==> config.mk <==
export PLATFORM = sky130hd
export DESIGN_NAME = multilane_staged_mac
export DESIGN_NICKNAME = d
export VERILOG_FILES = /design/src/rtl/multilane_staged_mac.sv
export SDC_FILE = /design/constraint.sdc
export NUM_CORES = 1
export LEC_CHECK = 0
export BUFFER_PORTS_ARGS = -buffer_cell sky130_fd_sc_hd__buf_2
export CORE_MARGIN = 2
export CORE_UTILIZATION = 45
export CTS_CLUSTER_SIZE = 30
export DETAILED_ROUTE_END_ITERATION = 8
export GPL_ROUTABILITY_DRIVEN = 0
export GPL_TIMING_DRIVEN = 0
export PLACE_DENSITY = 0.67
export SLEW_MARGIN = 5
export SYNTH_ARGS = -nofsm -noshare
export SYNTH_HDL_FRONTEND = slang
export SYNTH_SLANG_ARGS = --single-unit
==> constraint.sdc <==
create_clock -name ACLK -period 7.6 [get_ports ACLK]
set_input_delay 1.14 -clock ACLK [delete_from_list [all_inputs] [get_ports ACLK]]
set_output_delay 1.14 -clock ACLK [all_outputs]
set_load 0.05 [all_outputs]
==> src/rtl/multilane_staged_mac.sv <==
// multilane_staged_mac: C_LANES signed (input x weight) products per beat, summed and
// accumulated over a packet; the packet total leaves as one AXI-Stream beat on TLAST.
// Two register stages (products, then accumulate/output), stalled as a unit by MO back-pressure.
// Optional build macro MAC_SATURATE_EN clamps the accumulator on signed overflow
// instead of wrapping.
module multilane_staged_mac #(
  parameter int unsigned C_DATA_WIDTH = 8,
  parameter int unsigned C_LANES      = 4,
  parameter int unsigned C_ACC_WIDTH  = 32,
  parameter int unsigned C_TID_WIDTH  = 8
) (
  input  logic                              ACLK,
  input  logic                              ARESETN,
  output logic                              SD_AXIS_TREADY,
  input  logic [C_LANES*2*C_DATA_WIDTH-1:0] SD_AXIS_TDATA,
  input  logic                              SD_AXIS_TLAST,
  input  logic                              SD_AXIS_TUSER,
  input  logic                              SD_AXIS_TVALID,
  input  logic [C_TID_WIDTH-1:0]            SD_AXIS_TID,
  output logic                              MO_AXIS_TVALID,
  output logic [C_ACC_WIDTH-1:0]            MO_AXIS_TDATA,
  output logic                              MO_AXIS_TLAST,
  input  logic                              MO_AXIS_TREADY,
  output logic [C_TID_WIDTH-1:0]            MO_AXIS_TID
);

  localparam int unsigned DW  = C_DATA_WIDTH;
  localparam int unsigned PW  = 2 * C_DATA_WIDTH;
  localparam int unsigned MSB = C_ACC_WIDTH - 1;

  logic                   rdy_q;
  logic                   adv;
  logic                   accept;
  logic [PW-1:0]          prod_c [C_LANES];
  logic [PW-1:0]          prod_q [C_LANES];
  logic                   v1;
  logic                   last1;
  logic                   user1;
  logic [C_TID_WIDTH-1:0] tid1;
  logic [C_ACC_WIDTH-1:0] acc_q;
  logic [C_ACC_WIDTH-1:0] sum_c;
  logic [C_ACC_WIDTH-1:0] acc_base_c;
  logic [C_ACC_WIDTH-1:0] acc_next_c;

  // Whole pipeline moves only when the output slot is free or being drained
  assign adv            = !(MO_AXIS_TVALID && !MO_AXIS_TREADY);
  assign SD_AXIS_TREADY = rdy_q && adv;
  assign accept         = SD_AXIS_TVALID && SD_AXIS_TREADY;

  // Exact signed lane products of the incoming beat
  always_comb begin
    for (int k = 0; k < int'(C_LANES); k++) begin
      prod_c[k] = PW'($signed(SD_AXIS_TDATA[2*k*DW + DW +: DW]))
                * PW'($signed(SD_AXIS_TDATA[2*k*DW +: DW]));
    end
  end

  // Stage 1: capture products and beat sideband
  always_ff @(posedge ACLK or negedge ARESETN) begin
    if (!ARESETN) begin
      rdy_q <= 1'b0;
      v1    <= 1'b0;
      last1 <= 1'b0;
      user1 <= 1'b0;
      tid1  <= '0;
      for (int k = 0; k < int'(C_LANES); k++) prod_q[k] <= '0;
    end else begin
      rdy_q <= 1'b1;
      if (adv) begin
        v1    <= accept;
        last1 <= SD_AXIS_TLAST;
        user1 <= SD_AXIS_TUSER;
        tid1  <= SD_AXIS_TID;
        for (int k = 0; k < int'(C_LANES); k++) prod_q[k] <= prod_c[k];
      end
    end
  end

  // Sign-extended sum of the registered lane products
  always_comb begin
    sum_c = '0;
    for (int k = 0; k < int'(C_LANES); k++) begin
      sum_c = sum_c + C_ACC_WIDTH'($signed(prod_q[k]));
    end
  end

  // A TUSER beat restarts the dot product from its own sum
  assign acc_base_c = user1 ? '0 : acc_q;

`ifdef MAC_SATURATE_EN
  logic [C_ACC_WIDTH-1:0] acc_raw_c;
  logic                   ovf_c;

  // Clamp to the signed range when the final add overflows
  always_comb begin
    acc_raw_c  = acc_base_c + sum_c;
    ovf_c      = (acc_base_c[MSB] == sum_c[MSB]) && (acc_raw_c[MSB] != acc_base_c[MSB]);
    acc_next_c = acc_raw_c;
    if (ovf_c) begin
      acc_next_c = acc_base_c[MSB] ? {1'b1, {(C_ACC_WIDTH-1){1'b0}}}
                                   : {1'b0, {(C_ACC_WIDTH-1){1'b1}}};
    end
  end
`else
  // Plain two's-complement wrap
  always_comb begin
    acc_next_c = acc_base_c + sum_c;
  end
`endif

  // Stage 2: accumulate, publish on last beat, retire the output on handshake
  always_ff @(posedge ACLK or negedge ARESETN) begin
    if (!ARESETN) begin
      acc_q          <= '0;
      MO_AXIS_TVALID <= 1'b0;
      MO_AXIS_TLAST  <= 1'b0;
      MO_AXIS_TDATA  <= '0;
      MO_AXIS_TID    <= '0;
    end else if (adv && v1 && last1) begin
      acc_q          <= '0;
      MO_AXIS_TVALID <= 1'b1;
      MO_AXIS_TLAST  <= 1'b1;
      MO_AXIS_TDATA  <= acc_next_c;
      MO_AXIS_TID    <= tid1;
    end else begin
      if (adv && v1) acc_q <= acc_next_c;
      if (MO_AXIS_TREADY) begin
        MO_AXIS_TVALID <= 1'b0;
        MO_AXIS_TLAST  <= 1'b0;
      end
    end
  end

endmodule

======== After elaboration in Yosys (flattened, before gate mapping) ========
Index checks and enable logic that the tools add are counted.
storage, ports and cells
  flip-flop bits (word level) ............. 149
  latch bits .............................. 0
  memory bits (writable) .................. 0
  memory bits (read-only) ................. 0
  input bits .............................. 78
  logic and storage cells ................. 35
  memories kept ........................... 0
cells by class
  $add $sub $neg .......................... 4
  $mul .................................... 4
  div/mod/pow operators ................... 0
  order comparisons ....................... 0
  eq/ne operators ......................... 0
  shift-type cells ........................ 0
  muxes and demuxes ....................... 5
  bitwise logic cells ..................... 0
  reductions and logical operators ........ 9
operators by type and width
  operator           count
  $mux 32            3
  $mul 8x8->16       4
  $add 32x32->32     1
  $add 18x16->19     1
  $add 17x16->18     1
  $add 16x16->17     1
  $logic_and 1x1->1  5
  $reduce_bool 2->1  2
  $logic_not 1->1    2
  $mux 1             2

======== Depth between registers and ports, before layout ========
  depth after elaboration ................. 6
  mapped depth ............................ 30
  mapped depth without buffers ............ 30

======== Worst setup path after synthesis ========
OpenSTA, ideal clock, no wires.
  path kind ............................... reg2reg
  start point ............................. register prod_q[17] in the netlist's numbering
  end point ............................... register acc_q[29]
  data arrival time ....................... 5,918 ps
  path slack .............................. 1,555 ps
  stages on the path, launching flop included .. 31
  path buffers ............................ 0
  period minus slack after synthesis ...... 6,045 ps
  path through ............................ dfrtp_1 -> inv_1 -> fa_1 -> fa_1 -> inv_1 -> ha_1 -> inv_1 -> fa_1 -> nor2b_1 -> o21ai_0 -> a21oi_1 -> o21ai_0 -> a21boi_0 -> o21ai_0 -> a21oi_1 -> o41ai_1 -> o21bai_1 -> a21oi_1 -> xnor2_1 -> ha_1 -> and3_1 -> nand3_1 -> or3_1 -> o31a_1 -> nand2_1 -> o22ai_1 -> a41o_4 -> o311a_1 -> or3_4 -> a22oi_1 -> o21ai_1
on the way
  longest elaborated chain between the ends .. 5
RTL lines
  element                 line  source
  start: declaration      35    logic [PW-1:0] prod_q [C_LANES];
  $add 17x16->18          83    sum_c = sum_c + C_ACC_WIDTH'($signed(prod_q[k]));
  $add 18x16->19          83
  $add 32x32->32          107   acc_next_c = acc_base_c + sum_c;
  $mux 32                 126   if (adv && v1) acc_q <= acc_next_c;
  $mux 32                 119   end else if (adv && v1 && last1) begin
  end signal: assignment  126
  end: declaration        40    logic [C_ACC_WIDTH-1:0] acc_q;
No other way between the ends. The select of a mux whose other input is x is not followed.
A chain may end at the register's enable or synchronous reset.

======== Worst setup path after layout ========
  start point ............................. register prod_q[1] in the netlist's numbering
  end point ............................... register MO_AXIS_TDATA[29]
on the way
  longest elaborated chain between the ends .. 2
RTL lines
  element                 line  source
  $add 18x16->19          83
  $add 32x32->32          107
  end signal: assignment  123   MO_AXIS_TDATA <= acc_next_c;
  end: declaration        21    output logic [C_ACC_WIDTH-1:0] MO_AXIS_TDATA,
No other way between the ends.

==> impl_metrics.ini <==
[timing]
worstMarginPinSlew_ns = 0.949
clock_skew_ns = 0.0110
hold_viol = 0
fin_hold_ws_ns = 0.464
slew_violations = 0
worst_slack_ns = 0.519
setup-tns-final_ns = 0
fmax_mhz = 141
finalSetupViolations = 0
finalCritPeriodShare_pct = 93.2
grt_setup_unrepaired = no
relSlewSlack_pct = 36.7
period_minus_slack_ns = 7.08

[clocking]
clock-root-buffer = clkbuf_16
cts.sinks = 149
cts_resized = 0
htreeDepth = 4
postCtsHoldBufs = 0
cts_tree = yes
post_cts_buffers = 0
cts_buffer_depth = 2
clkTransAtPathRegs_ns = 0.06
clk_latency_ns = 0.43
cts_buffers = 17

[worst_setup_path]
slowest_delay_ns = 0.55
end_kind = flop
cp-startpoint = prod_q[1]$_DFFE_PN0N_
r2r-start = prod_q[1]$_DFFE_PN0N_
crit_fanout = 6
r2r_slack_ns = 0.52
crit_type = reg -> reg
cp.required_ns = 7.90
endpoint = MO_AXIS_TDATA[29]$_DFFE_PN0P_
worstReg2RegEnd = MO_AXIS_TDATA[29]$_DFFE_PN0P_
slowest_stage = o41ai_1
worstPathArrival_ns = 7.38
reg2reg_depth = 30
start_kind = flop

[global_routing]
grt_use_total_pct = 20.8
grt_pass1_vias = 14843
grt_pass1_wl_mm = 73.3
grt_max_degree = 87
grt_overflow_total = 0
antenna_found_initial = 0

[floorplan]
std_cell_rows = 74
core_area_um2 = 41000
initial_core_util_pct = 45.8
die_area_um2 = 43400
ios = 121
die_h_um = 208
die_w_um = 208

[yosys]
syn_inst = 2068
synth_area_um2 = 18800
synth-seq-area-share_pct = 19.9
synth_ff_type = dfrtp_1
synth_fp_nets = 2564
synth-edff-count = 0
async_reset_ff_share_pct = 100
yosys.cell_types.count = 76
avgSynthCellArea_um2 = 9.08
ys_warn_count = 0
synth-seq-cells = 149

[route]
ant_nets = 0
viasPerCell = 5.11
drt_iter0_markers = 763
wl_mm = 43.1
drcViolationCount = 0
firstDrtPassIters = 5
dr_total_vias = 14034
routedWlPerCell_um = 15.7

[final_layout]
nets = 2701
multi_input_area_um2 = 13400
diodes = 0
num-fill-cells = 3846
final_cell_area_um2 = 20600
syn2layout_area_growth_pct = 9.74
final_layout_size_suffix_gt1_share_pct = 8.03
ff_latch_area_um2 = 3730

[hold_path]
hold_class = reg -> reg

[place]
placed_area_um2 = 20100
io_buffers = 117
hpwl_mm = 35.6
pre_cts_ws_ns = 0.624

[job]
drv_cap = 0

[run_status]
status = completed
## cell type report
class | instances | share of cell area, %
inverter | 375 | 6.83
sequential | 149 | 18.1
clock inverter | 12 | 0.534
buffer | 52 | 1.16
multi-input combinational | 1492 | 65.0
tap | 532 | 3.23
timing repair buffer | 118 | 3.02
clock buffer | 18 | 2.08
## cell families after synthesis
group	count (synthesis)	synth area share [%]
xor+xnor	110	5.13
flops	149	19.9
simple gates	636	16.7
other cells	1	0.0200
fa+ha+maj	418	38.0
buf+inv	427	8.77
compound gates	319	11.1
mux	8	0.460
## cells in the final DEF, fill, tap and decap left out, drive strengths merged, types with 5 or more instances in the layout
master,instances
dfrtp,149
clkinv,6
and2,151
fa,254
nor2,77
inv,376
ha,164
o21bai,8
nand2b,42
o211ai,8
nand2,260
o21a,16
a31oi,5
a21o,24
mux2,5
a21oi,90
a22o,16
a211oi,9
and3,7
nor3,17
xor2,26
o21ai,88
nand4,5
xnor2,84
buf,131
clkbuf,57
nand3,17
a21boi,9
nor2b,41
o31ai,13
## Yosys cell counts, types with 3 or more instances
master	count	area share, %
clkbuf_1	39	0.78
o211a_1	3	0.16
nor4_1	3	0.10
nand2b_1	42	1.4
a21boi_0	9	0.36
mux2_2	5	0.30
or2_2	3	0.10
o211ai_1	7	0.28
buf_6	5	0.30
nand4_1	5	0.17
a22o_1	16	0.75
nor2_1	77	1.5
fa_1	254	27
o21ai_1	4	0.11
xnor2_1	84	3.9
a211oi_1	8	0.32
nand2_1	259	5.2
xor2_1	26	1.2
nand3_1	17	0.45
dfrtp_1	149	20
or3_1	3	0.10
a31oi_1	5	0.17
o21ai_0	82	2.2
a21o_1	24	0.96
mux2i_1	3	0.16
o2111ai_1	3	0.14
ha_1	164	11
a21oi_1	88	2.3
nor2b_1	41	1.4
and3_1	7	0.23
and2_1	151	5.0
o41a_1	3	0.18
o21bai_1	8	0.32
o31ai_1	13	0.52
nor3_1	17	0.45
o21a_1	15	0.60
inv_1	375	7.5
buf_1	5	0.10
## flip-flops by register name, indices dropped and copies added, names as in the netlist
signal,count
last1,1
MO_AXIS_TID,8
rdy_q,1
prod_q,64
v1,1
tid1,8
acc_q,32
MO_AXIS_TLAST,1
MO_AXIS_TDATA,32
user1,1
## per-layer routing
metal,vias to the layer above,part of all wire [%],GRT usage [%]
met2,243,51,37.3
met5,-,0,0
met4,0,2.1,5.21
met1,6949,44,26.9
met3,49,2.9,2.02
li1,6793,-,-
## worst max-delay path, delay by kind of cell, from the launching register on
kind / cells / cell delay [ns]
AO/OA/AOI/OAI: 14 / 3.01
XOR/XNOR: 2 / 0.28
adder cells (fa/ha/maj): 5 / 1.69
buffers and inverters: 3 / 0.26
flip-flops: 1 / 0.36
AND/OR/NAND/NOR: 6 / 1.35
## how the worst min path moves through the flow
stage / slack (ns) / depth (start not counted) / to / startpoint
floorplan: 0.44 / 2 / MO_AXIS_TID[0]$_DFFE_PN0P_ / tid1[0]$_DFFE_PN0N_
global placement: 0.45 / 2 / MO_AXIS_TID[2]$_DFFE_PN0P_ / tid1[2]$_DFFE_PN0N_
detailed placement: 0.45 / 2 / MO_AXIS_TID[5]$_DFFE_PN0P_ / tid1[5]$_DFFE_PN0N_
CTS: 0.47 / 2 / MO_AXIS_TID[5]$_DFFE_PN0P_ / tid1[5]$_DFFE_PN0N_
global route: 0.49 / 2 / MO_AXIS_TID[2]$_DFFE_PN0P_ / tid1[2]$_DFFE_PN0N_
finish: 0.46 / 2 / tid1[5]$_DFFE_PN0N_ / tid1[5]$_DFFE_PN0N_
## stage by stage
step | utilization (%) | cells
6_report | 50.2 | 2748
5_1_grt | 50.2 | 2748
4_1_cts | 50.2 | 2748
3_5_place_dp | 48.9 | 2718
3_3_place_gp | 48.8 | 2717
2_1_floorplan | - | 2068
Power is left out: the tool's default activity adds up to more than one toggle a clock period on the data nets, which glitch-free logic cannot reach.
